<file path="src/rtl/fsm_in_tx_pkg.sv">
// Shared types and constants for the FSM `in` transmitter.
// Queue entries are packed as {sym, rep}, with sym in the upper bits.
package fsm_in_pkg;

   localparam int SYM_W = 2;
   localparam logic [SYM_W-1:0] IDLE_SYM_DEF = 2'b00;

   localparam logic ST_IDLE = 1'b0;
   localparam logic ST_PLAY = 1'b1;

   typedef enum logic {
      IDLE = ST_IDLE,
      PLAY = ST_PLAY
   } state_t;

endpackage

</file>
<file path="src/rtl/fsm_in_tx_sym_fifo.sv">
// Synchronous FIFO. A write is visible at the head one cycle later; there is no bypass.
// Occupancy is tracked separately from the pointers, so full and empty never alias.
module sym_fifo #(
   parameter int WIDTH = 6,
   parameter int DEPTH = 8
) (
   input  logic                     clk,
   input  logic                     reset,
   input  logic                     push,
   input  logic                     pop,
   input  logic [WIDTH-1:0]         wr_data,
   output logic [WIDTH-1:0]         rd_data,
   output logic                     full,
   output logic                     empty,
   output logic [$clog2(DEPTH):0]   level
);

   localparam int AW = $clog2(DEPTH);
   localparam int LW = AW + 1;

   logic [WIDTH-1:0] mem [DEPTH];
   logic [AW-1:0]    wr_ptr;
   logic [AW-1:0]    rd_ptr;
   logic             push_ok;
   logic             pop_ok;

   assign full    = (level == LW'(DEPTH));
   assign empty   = (level == '0);
   assign push_ok = push && !full;
   assign pop_ok  = pop && !empty;
   assign rd_data = mem[rd_ptr];

   always_ff @(posedge clk) begin
      if (reset) begin
         wr_ptr <= '0;
         rd_ptr <= '0;
         level  <= '0;
      end else begin
         if (push_ok) wr_ptr <= wr_ptr + 1'b1;
         if (pop_ok)  rd_ptr <= rd_ptr + 1'b1;
         case ({push_ok, pop_ok})
            2'b10:   level <= level + 1'b1;
            2'b01:   level <= level - 1'b1;
            default: level <= level;
         endcase
      end
   end

   // Storage holds no control state, so it needs no reset.
   always_ff @(posedge clk) begin
      if (push_ok) mem[wr_ptr] <= wr_data;
   end

endmodule

</file>
<file path="src/rtl/fsm_in_tx.sv">
// Replays queued (sym, rep) entries onto fsm_in for rep+1 cycles each, back-to-back.
// A push reaches fsm_in two edges later. s_ready drops when the FIFO is full; stall freezes playback.
module fsm_in_tx
   import fsm_in_pkg::*;
#(
   parameter int               DEPTH    = 8,
   parameter int               REP_W    = 4,
   parameter logic [SYM_W-1:0] IDLE_SYM = IDLE_SYM_DEF
) (
   input  logic                     clk,
   input  logic                     reset,
   input  logic                     s_valid,
   output logic                     s_ready,
   input  logic [SYM_W-1:0]         s_sym,
   input  logic [REP_W-1:0]         s_rep,
   input  logic                     stall,
   output logic [SYM_W-1:0]         fsm_in,
   output logic                     busy,
   output logic                     done,
   output logic [$clog2(DEPTH):0]   level
);

   localparam int ENT_W = SYM_W + REP_W;

   logic             push;
   logic             pop;
   logic             full;
   logic             empty;
   logic [ENT_W-1:0] head;
   logic [SYM_W-1:0] head_sym;
   logic [REP_W-1:0] head_rep;

   state_t           state, state_nx;
   logic [REP_W-1:0] rem, rem_nx;
   logic [SYM_W-1:0] sym_nx;
   logic             done_nx;

   assign s_ready  = !full;
   assign push     = s_valid && s_ready;
   assign head_sym = head[ENT_W-1 -: SYM_W];
   assign head_rep = head[REP_W-1:0];

   sym_fifo #(
      .WIDTH (ENT_W),
      .DEPTH (DEPTH)
   ) u_fifo (
      .clk     (clk),
      .reset   (reset),
      .push    (push),
      .pop     (pop),
      .wr_data ({s_sym, s_rep}),
      .rd_data (head),
      .full    (full),
      .empty   (empty),
      .level   (level)
   );

   always_ff @(posedge clk) begin
      if (reset) begin
         state  <= IDLE;
         rem    <= '0;
         fsm_in <= IDLE_SYM;
         busy   <= 1'b0;
         done   <= 1'b0;
      end else begin
         state  <= state_nx;
         rem    <= rem_nx;
         fsm_in <= sym_nx;
         busy   <= (state_nx == PLAY);
         done   <= done_nx;
      end
   end

   always_comb begin
      state_nx = state;
      rem_nx   = rem;
      sym_nx   = fsm_in;
      done_nx  = 1'b0;
      pop      = 1'b0;
      case (state)
         IDLE: begin
            sym_nx = IDLE_SYM;
            if (!empty && !stall) begin
               pop      = 1'b1;
               sym_nx   = head_sym;
               rem_nx   = head_rep;
               state_nx = PLAY;
            end
         end
         PLAY: begin
            if (!stall) begin
               if (rem != '0) begin
                  rem_nx = rem - 1'b1;
               end else if (!empty) begin
                  // Chain straight into the next entry so the FSM sees no idle gap.
                  pop    = 1'b1;
                  sym_nx = head_sym;
                  rem_nx = head_rep;
               end else begin
                  sym_nx   = IDLE_SYM;
                  state_nx = IDLE;
                  done_nx  = 1'b1;
               end
            end
         end
         default: state_nx = IDLE;
      endcase
   end

endmodule

</file>
<file path="config.mk">
export PLATFORM = sky130hd
export DESIGN_NAME = fsm_in_tx
export DESIGN_NICKNAME = d
export VERILOG_FILES = /design/src/rtl/fsm_in_tx_pkg.sv /design/src/rtl/fsm_in_tx_sym_fifo.sv /design/src/rtl/fsm_in_tx.sv
export SDC_FILE = /design/constraint.sdc
export NUM_CORES = 1
export LEC_CHECK = 0
export ABC_AREA = 0
export ABC_CLOCK_PERIOD_IN_PS = 8300
export CAP_MARGIN = 20
export CORE_ASPECT_RATIO = 0.5
export CORE_UTILIZATION = 63
export DETAILED_ROUTE_END_ITERATION = 10
export PLACE_DENSITY = 0.86
export SKIP_LAST_GASP = 1
export SLEW_MARGIN = 10
export SYNTH_ARGS = -nofsm -noshare
export SYNTH_HDL_FRONTEND = slang
export SYNTH_HIERARCHICAL = 1
export SYNTH_SLANG_ARGS = --single-unit
export TNS_END_PERCENT = 20
</file>
<file path="constraint.sdc">
create_clock -name clk -period 8.3 [get_ports clk]
set_clock_uncertainty 0.15 [all_clocks]
set_input_delay 0.83 -clock clk [delete_from_list [all_inputs] [get_ports clk]]
set_output_delay 0.83 -clock clk [all_outputs]
set_load 0.03 [all_outputs]
</file>
Word-level counts from Yosys, hierarchy flattened

Memories as Yosys holds them, arrays and structs flattened. A register that Yosys moved wholly into a read port is not among the register bits.
Index checks and enable logic that the tools add are counted.

RAM bits: 48
Memories: 1
Input port bits: 10
Flip-flop bits (word level): 18

Bitwise gates (word level): 1
Reduce and logical (&&, ||, !) cells: 13
Eq/ne operators: 7
$add $sub $neg: 5
Muxes and demuxes: 24

Memories:

| memory     | words | width | rd ports | clocked after memory_dff | wr ports | RTL line                 | source |
|---|---|---|---|---|---|---|---|
| u_fifo.mem | 8     | 6     | 1        | 1                        | 1        | fsm_in_tx_sym_fifo.sv:21 | `logic [WIDTH-1:0] mem [DEPTH];` |

Operator list:

| operator            | number |
|---|---|
| $mux 4              | 4 |
| $pmux 4 s2          | 2 |
| $mux 1              | 9 |
| $mux 2              | 4 |
| $sub 4x1->4 const B | 2 |
| $add 3x1->3 const B | 2 |
| $mux 3              | 2 |
| $ne 2x2->1 const B  | 3 |
| $add 4x1->4 const B | 1 |
| $eq 4x4->1 const B  | 1 |
| $logic_and 1x1->1   | 4 |
| $logic_not 4->1     | 1 |
| $pmux 1 s2          | 2 |
| $pmux 2 s2          | 1 |
| $reduce_bool 4->1   | 1 |
| $reduce_or 4->1     | 1 |
| $logic_not 1->1     | 3 |
| $ne 3x2->1 const B  | 1 |
| $reduce_and 3->1    | 1 |
| $eq 2x1->1 const B  | 1 |
| $eq 2x2->1 const B  | 1 |
| $reduce_and 2->1    | 1 |
| $reduce_bool 2->1   | 1 |
| $not 1->1           | 1 |

Longest topological paths before layout

Gate-level depths: netlist of run 1.

Word-level depth: 8
Gate-level depth with buffers: 13

Cells and area by module

Netlist of run 1, hierarchy kept.

By module, submodules not included:

| module    | area an instance (µm²) | instances | cells each |
|---|---|---|---|
| sym_fifo  | 2491.1                 | 1         | 144 |
| fsm_in_tx | 503.0                  | 1         | 60 |

Worst setup path after synthesis of run 1

No wires, ideal clock.

Path type: reg-to-reg
Start point: register u_fifo.level[1]
End point: register u_fifo.level[3]
Buffers on the path: 1
Cell stages (with the launch flop): 11
Arrival: 2919 ps
Setup slack: 5110 ps
Period minus slack after synthesis: 3190 ps
Path through: dfxtp_1 > buf_6 > nor4_1 > nor2_1 > inv_1 > a21oi_1 > o41a_2 > ha_1 > or3_1 > o32ai_1 > mux2_2

Longest elaborated chain between the ends: 8

Ends and longest elaborated chain:

| item                                                   | RTL line                         | source |
|---|---|---|
| from (decl)                                            | fsm_in_tx_sym_fifo.sv:15         | `output logic [$clog2(DEPTH):0] level` |
| from (signal assigned)                                 | fsm_in_tx_sym_fifo.sv:42         | `2'b10: level <= level + 1'b1;` |
| from (signal assigned)                                 | fsm_in_tx_sym_fifo.sv:43         | `2'b01: level <= level - 1'b1;` |
| from (signal assigned)                                 | fsm_in_tx_sym_fifo.sv:44         | `default: level <= level;` |
| $logic_not 4->1 *                                      | fsm_in_tx_sym_fifo.sv:28         | `assign empty = (level == '0);` |
| via empty                                              | fsm_in_tx.sv:28                  | `logic empty;` |
| $mux 1 / $logic_not 1->1 (equally long branches)       | fsm_in_tx.sv:94, fsm_in_tx.sv:83 |  |
| $mux 1 / $logic_and 1x1->1 (equally long branches)     | fsm_in_tx.sv:92, fsm_in_tx.sv:83 |  |
| $mux 1 (on tied branches)                              | fsm_in_tx.sv:91, fsm_in_tx.sv:83 |  |
| $pmux 1 s2 *                                           | fsm_in_tx.sv:80                  | `case (state)` |
| via pop                                                | fsm_in_tx.sv:26                  | `logic pop;` |
| $logic_and 1x1->1 *                                    | fsm_in_tx_sym_fifo.sv:30         | `assign pop_ok = pop && !empty;` |
| $eq 2x1->1 / $eq 2x2->1 (equally long branches)        | fsm_in_tx_sym_fifo.sv:41         | `case ({push_ok, pop_ok})` |
| $pmux 4 s2 / $reduce_bool 2->1 (equally long branches) | -                                |  |

Mark *: on every way through the listed nets, which the timed path passes. The rest lies on a longest branch.
A chain may end at the register's enable or synchronous reset.

Worst setup path in the final report of run 1

Start point: register u_fifo.level[0]
End point: register u_fifo.level[3]

The elaborated chain is that of the path after synthesis.

==> results of run 1 <==
-- worst max-delay path by stage --
stage	depth (start not counted)	start	endpoint
after floorplan	10	u_fifo/level[1]	u_fifo/level[3]
after global routing	12	u_fifo/level[0]	u_fifo/level[2]
after detailed placement	12	stall	u_fifo/level[2]
final	9	u_fifo/level[0]	u_fifo/level[3]
after CTS	9	u_fifo/level[0]	u_fifo/level[3]
after global placement	9	stall	u_fifo/level[3]
-- sequential cells by signal (all words and copies together), names as in the netlist, named ones only --
name           flops
u_fifo/mem        48
rem                4
u_fifo/level       4
u_fifo/rd_ptr      3
u_fifo/wr_ptr      3
fsm_in             2
done               1
state              1
-- layout by cell type, fill, tap and decap left out, types with 2 or more instances in the layout --
master            n
a21oi_1           8
a21oi_2           2
bufinv_16         2
clkbuf_8          9
clkdlybuf4s50_1  18
clkinv_4          2
dfxtp_1          21
edfxtp_1         48
ha_1              6
inv_1             8
mux2_2            7
mux4_1            5
mux4_2            7
nand2_1           7
nand2_4           2
nand2b_1          5
nand3_1           7
nand3b_1          2
nor2_1           18
nor2b_1           6
nor3_1            2
nor4_1            2
o21ai_0           3
o21ai_2           2
o221ai_1          2
or3_1             2
xor2_1            5
-- tightest hold or removal path, stage by stage (launching register included) --
cell	delay (ns)
dfxtp_1	0.31
nand2b_1	0.06
o21ai_0	0.06
-- through the flow --
step / area (µm²) / std cells / hold slack [ns]
after floorplan: 2994 / 204 / 0.3174
after global placement: 3199 / 279 / 0.3117
after detailed placement: 3199 / 279 / 0.3123
after CTS: 3412 / 294 / 0.3277
after global routing: 3412 / 294 / 0.3545
final: 3412 / 294 / 0.3244
-- cell type report --
class	count	area (µm²)
Clock buffer	9	123.9
Clock inverter	6	88.84
Fill cell	268	1076
Inverter	8	30.03
Multi-Input combinational cell	118	1045
Sequential cell	69	1862
Tap cell	66	82.58
Timing Repair Buffer	18	180.2
-- layer usage --
metal	part of all wire, %	global-route usage, %
met1	46	34.63
met2	45	39.35
met3	6.9	9.331
met4	1.7	11.76
met5	0	0
-- power groups by stage --
stage | combinational (W) | clock, W | sequential [W]
after floorplan | 0.000235 | 0 | 0.000459
after global placement | 0.000280 | 0 | 0.000463
after detailed placement | 0.000289 | 0 | 0.000465
after CTS | 0.000294 | 0.000299 | 0.000459
after global routing | 0.000319 | 0.000316 | 0.000465
final | 0.000294 | 0.000295 | 0.000459
-- cell families after synthesis --
group / count (synthesis) / share of synthesized area (%)
adders and majority gates: 6 / 2.507
xor gates and xnor gates: 6 / 1.755
and+or+nand+nor: 58 / 10.61
buffers and inverters: 17 / 2.925
AOI/OAI and AO/OA: 28 / 7.397
muxes: 20 / 12.62
DFF: 69 / 62.18
==> flow_metrics.env, run 1 <==
export IMPL_synth_edf_count=48
export IMPL_cp_start_kind="flip-flop"
export IMPL_post_route_period_util_pct=42.33
export IMPL_synthArstFlopShare_pct=0
export IMPL_max_slew_margin_rel_pct=32.37
export IMPL_clkPwrFrac_pct=28.2
export IMPL_grt_pass1_vias=1643
export IMPL_wl_per_cell_um=19.04
export IMPL_setup_viol=0
export IMPL_cap_violations=0
export IMPL_place_ws_ns=4.543
export IMPL_slowest_delay_ns=0.88
export IMPL_r2r_start="u_fifo/level[0]"
export IMPL_antenna_found_initial=0
export IMPL_pwr_share_seq_pct=43.8
export IMPL_cts_buffers=9
export IMPL_cellInternalPower_w=0.0007090
export IMPL_synth_area_um2=2994
export IMPL_ys_types=45
export IMPL_drive_gt1_share_pct=17.11
export IMPL_hold_viol_final=0
export IMPL_crit_chain="nor4_1 > nor2_1 > inv_1 > a21oi_1 > o41a_2 > ha_1 > or3_1 > o32ai_1 > mux2_2"
export IMPL_path_clk_slew_ns=0.08
export IMPL_synth_net_count=220
export IMPL_setup_tns_ns=0
export IMPL_rr_endpoint="u_fifo/level[3]"
export IMPL_leakage_nw=1.150
export IMPL_utilization_pct=76.02
export IMPL_timing_final_crit_period_ns=3.513
export IMPL_drcViolationCount=0
export IMPL_required_ns=8.39
export IMPL_pwr_share_comb_pct=28.0
export IMPL_crit_type="flip-flop to flip-flop"
export IMPL_cts_root_buffer="clkbuf_8"
export IMPL_ios=19
export IMPL_drv_slew=0
export IMPL_irDropWorstVdd_v=0.0001373
export IMPL_yosys_top_cells_count="48 x edfxtp_1, 21 x dfxtp_1, 18 x nor2_1, 8 x a21oi_1, 8 x inv_1"
export IMPL_clkLatencyLatePin_ns=0.35
export IMPL_gp_congestion=0.8443
export IMPL_die_w_um=99.50
export IMPL_setup_ws_ns=4.787
export IMPL_final_nets=240
export IMPL_routed_wirelength_um=5599
export IMPL_fmaxAchievable_mhz=284.6
export IMPL_cts_max_level=3
export IMPL_cts_repair_resized=0
export IMPL_grt_overflow_total=0
export IMPL_vias=1772
export IMPL_clock_sinks=69
export IMPL_cts_hold_buf=0
export IMPL_rsz0062_at_grt="false"
export IMPL_cts_tree="yes"
export IMPL_port_buffers=18
export IMPL_critPathArrivalTime_ns=3.61
export IMPL_hpwl_um=3442
export IMPL_core_area_um2=4488
export IMPL_start_util_pct=66.71
export IMPL_cp_buffers_inverters=1
export IMPL_firstDrtPassIters=4
export IMPL_hp_class="flip-flop to flip-flop"
export IMPL_area_growth_pct=13.96
export IMPL_switchingPower_w=0.0003394
export IMPL_p_per_area_nw_per_um2=307.3
export IMPL_synth_seq_cells=69
export IMPL_row_count=17
export IMPL_synth_cells=204
export IMPL_first_iter_violations=121
export IMPL_yosys_warnings=6
export IMPL_status="completed"
export IMPL_rrSetupSlack_ns=4.79
export IMPL_synth_most_common_cell="edfxtp_1"
export IMPL_grt_start_max_net_pins=25
export IMPL_synth_area_leaders="edfxtp_1 48%, dfxtp_1 14%, mux4_2 5.3%"
export IMPL_worst_r2r_cell_count=9
export IMPL_cp_slowest_cell="nor4_1"
export IMPL_synth_flop_cell="edfxtp_1"
export IMPL_grt_pass1_wl_um=8983
export IMPL_worst_pin_slew_ns=1.007
export IMPL_die_h_um=50.75
export IMPL_swShare_pct=32.37
export IMPL_synth_seq_area_share_pct=62.18
export IMPL_clock_path_buffers=2
export IMPL_routed_via_density=6.027
export IMPL_worstPathMaxFanout=8
export IMPL_insertedDiodeCount=0
export IMPL_min_path_cells=2
export IMPL_cp_end_kind="flip-flop"
export IMPL_netlist_area_leader_share_pct=48.14
export IMPL_ant_nets=0
export IMPL_whs_endpoint="fsm_in[0]"
export IMPL_grt_total_usage_pct=26.15
export IMPL_dieArea_um2=5049
export IMPL_syn_area_per_cell_um2=14.68
export IMPL_yosysTopAreaCell="edfxtp_1"
export IMPL_power_total_w=0.001048
export IMPL_cts_setup_buffers=0
export IMPL_critPathTopFamily="simple AND/OR/NAND/NOR gates"
export IMPL_worstHoldStart="fsm_in[0]"
No activity file was read; power rests on OpenSTA's default activity.
==> inputs of run 2 (changes only) <==
--- a/config.mk
+++ b/config.mk
@@ -6,12 +6,12 @@
 export NUM_CORES = 1
 export LEC_CHECK = 0
 export ABC_AREA = 0
-export ABC_CLOCK_PERIOD_IN_PS = 8300
+export ABC_CLOCK_PERIOD_IN_PS = 3000
 export CAP_MARGIN = 20
 export CORE_ASPECT_RATIO = 0.5
-export CORE_UTILIZATION = 63
+export CORE_UTILIZATION = 53
 export DETAILED_ROUTE_END_ITERATION = 10
-export PLACE_DENSITY = 0.86
+export PLACE_DENSITY = 0.77
 export SKIP_LAST_GASP = 1
 export SLEW_MARGIN = 10
 export SYNTH_ARGS = -nofsm -noshare
==> constraint.sdc (replaced) <==
create_clock -name clk -period 3 [get_ports clk]
set_clock_uncertainty 0.15 [all_clocks]
set_input_delay 0.3 -clock clk [delete_from_list [all_inputs] [get_ports clk]]
set_output_delay 0.3 -clock clk [all_outputs]
set_load 0.03 [all_outputs]
==> run 2 against run 1 <==
Count of clock-buffer cells in the layout up 3. Critical path depth up 2. Critical path type unchanged. Clock power rose to 3.4 times the previous value. Total power rose to 3.0 times the previous value. Final cell count up 7.1%. Utilization down 6.0 points. Largest cell class unchanged. Worst hold slack better by 0.020 ns. Largest power group unchanged. Register-to-register slack worse by 4.6 ns. Highest routed layer unchanged. Design area up 6.3%. Global-route usage down 4.2 points.
==> flow_metrics.env, run 2 (synthesized netlist as in run 1, its figures left out) <==
export IMPL_timing_final_crit_period_ns=2.854
export IMPL_grt_pass1_wl_um=8687
export IMPL_die_h_um=55.15
export IMPL_core_area_um2=5180
export IMPL_row_count=18
export IMPL_leakage_nw=1.271
export IMPL_worst_r2r_cell_count=11
export IMPL_cts_tree="yes"
export IMPL_routed_via_density=5.635
export IMPL_critPathArrivalTime_ns=2.95
export IMPL_routed_wirelength_um=5663
export IMPL_ant_nets=0
export IMPL_p_per_area_nw_per_um2=881.1
export IMPL_cp_start_kind="flip-flop"
export IMPL_seqCellArea_um2=1862
export IMPL_vias=1775
export IMPL_top_register="u_fifo/mem"
export IMPL_multi_input_area_um2=1057
export IMPL_antenna_found_initial=0
export IMPL_cts_max_level=3
export IMPL_fmaxAchievable_mhz=350.4
export IMPL_final_area_um2=3628
export IMPL_power_total_w=0.003197
export IMPL_grt_overflow_total=0
export IMPL_dieArea_um2=5972
export IMPL_start_util_pct=57.80
export IMPL_largest_register_ffs=48
export IMPL_crit_type="flip-flop to flip-flop"
export IMPL_drive_gt1_share_pct=23.27
export IMPL_area_growth_pct=21.19
export IMPL_first_iter_violations=102
export IMPL_hpwl_um=3762
export IMPL_worst_pin_slew_ns=0.5826
export IMPL_setup_ws_ns=0.1459
export IMPL_max_slew_margin_rel_pct=61.10
export IMPL_cap_violations=0
export IMPL_setup_viol=0
export IMPL_rrSetupSlack_ns=0.15
export IMPL_worstPathMaxFanout=8
export IMPL_clock_path_buffers=2
export IMPL_drv_slew=0
export IMPL_final_nets=257
export IMPL_cts_buffers=9
export IMPL_hp_class="flip-flop to flip-flop"
export IMPL_firstDrtPassIters=4
export IMPL_cp_end_kind="flip-flop"
export IMPL_clock_sinks=69
export IMPL_cts_root_buffer="clkbuf_16"
export IMPL_path_clk_slew_ns=0.05
export IMPL_grt_pass1_vias=1645
export IMPL_reg_top3="u_fifo/mem x48, rem x4, u_fifo/level x4"
export IMPL_wl_per_cell_um=17.98
export IMPL_placement_cell_area_um2=3331
export IMPL_utilization_pct=70.05
export IMPL_gp_congestion=0.8081
export IMPL_post_route_period_util_pct=95.14
export IMPL_num_fill_cells=359
export IMPL_drcViolationCount=0
export IMPL_ios=19
export IMPL_clkLatencyLatePin_ns=0.33
export IMPL_min_path_cells=2
export IMPL_grt_total_usage_pct=21.93
export IMPL_status="completed"
export IMPL_insertedDiodeCount=0
export IMPL_required_ns=3.10
export IMPL_whs_ns=0.3448
export IMPL_mostFrequentLayoutCell="edfxtp_1"
export IMPL_final_cell_mix="48 x edfxtp_1, 21 x dfxtp_1, 18 x nor2_1, 18 x clkdlybuf4s50_1, 17 x buf_4"
export IMPL_irDropWorstVdd_v=0.0004965
export IMPL_grt_start_max_net_pins=17
export IMPL_hold_viol_final=0
export IMPL_die_w_um=108.3
export IMPL_place_ws_ns=0.1624
export IMPL_port_buffers=18
==> run 2: power by group <==
group	total, W	switching (W)	internal, W
clock	0.00100	0.000359	0.000641
combinational	0.000958	0.000499	0.000459
sequential	0.00124	0.000113	0.00113
total	0.00320	0.000971	0.00223
==> run 2: worst paths after layout <==
| check | from | endpoint |
|---|---|---|
| worst max-delay path | u_fifo/level[0] | u_fifo/level[2] |
| worst min-delay path | fsm_in[0] | fsm_in[0] |
| worst max register to register | u_fifo/level[0] | u_fifo/level[2] |
| worst min register to register | fsm_in[0] | fsm_in[0] |
==> run 2: critical path: stages (launching register included) <==
cell and delay, ns:
dfxtp_1 0.39, or4b_4 0.62, inv_1 0.12, nor2b_1 0.11, nand2_4 0.10, ha_2 0.22, xor2_1 0.18, ha_1 0.19
a21oi_1 0.05, xor2_1 0.16, or3_1 0.31, a21oi_1 0.16
==> run 2: final cells by class <==
type / count / share of cell area, %
sequential: 69 / 51.31
multi-input combinational: 118 / 29.14
timing repair buffer: 35 / 8.483
clock buffer: 12 / 6.517
tap: 70 / 2.414
clock inverter: 3 / 1.310
inverter: 8 / 0.8276
==> run 2: timing repair <==
| item | 4_1_cts | 5_1_grt |
|---|---|---|
| setup endpoints to repair | 0 | 1 |
| endpoints found under the hold margin | 0 | 0 |
| setup buffers | 0 | 1 |
| resized for setup | 0 | 2 |
| hold buffers | 0 | 0 |
==> run 2: metal layers <==
metal	global-route usage, %	wire length [µm]	vias to the layer above
met5	0	0	-
met4	11.26	67	0
met3	8.314	414	6
met2	33.55	2601	55
li1	-	-	856
met1	28.04	2579	858
==> run 2: per-stage QoR <==
stage / instances / TNS [ns]
after floorplan: 204 / 0
after detailed placement: 299 / 0
after global placement: 299 / 0
final: 315 / 0
after CTS: 314 / 0
after global routing: 315 / -0.007184
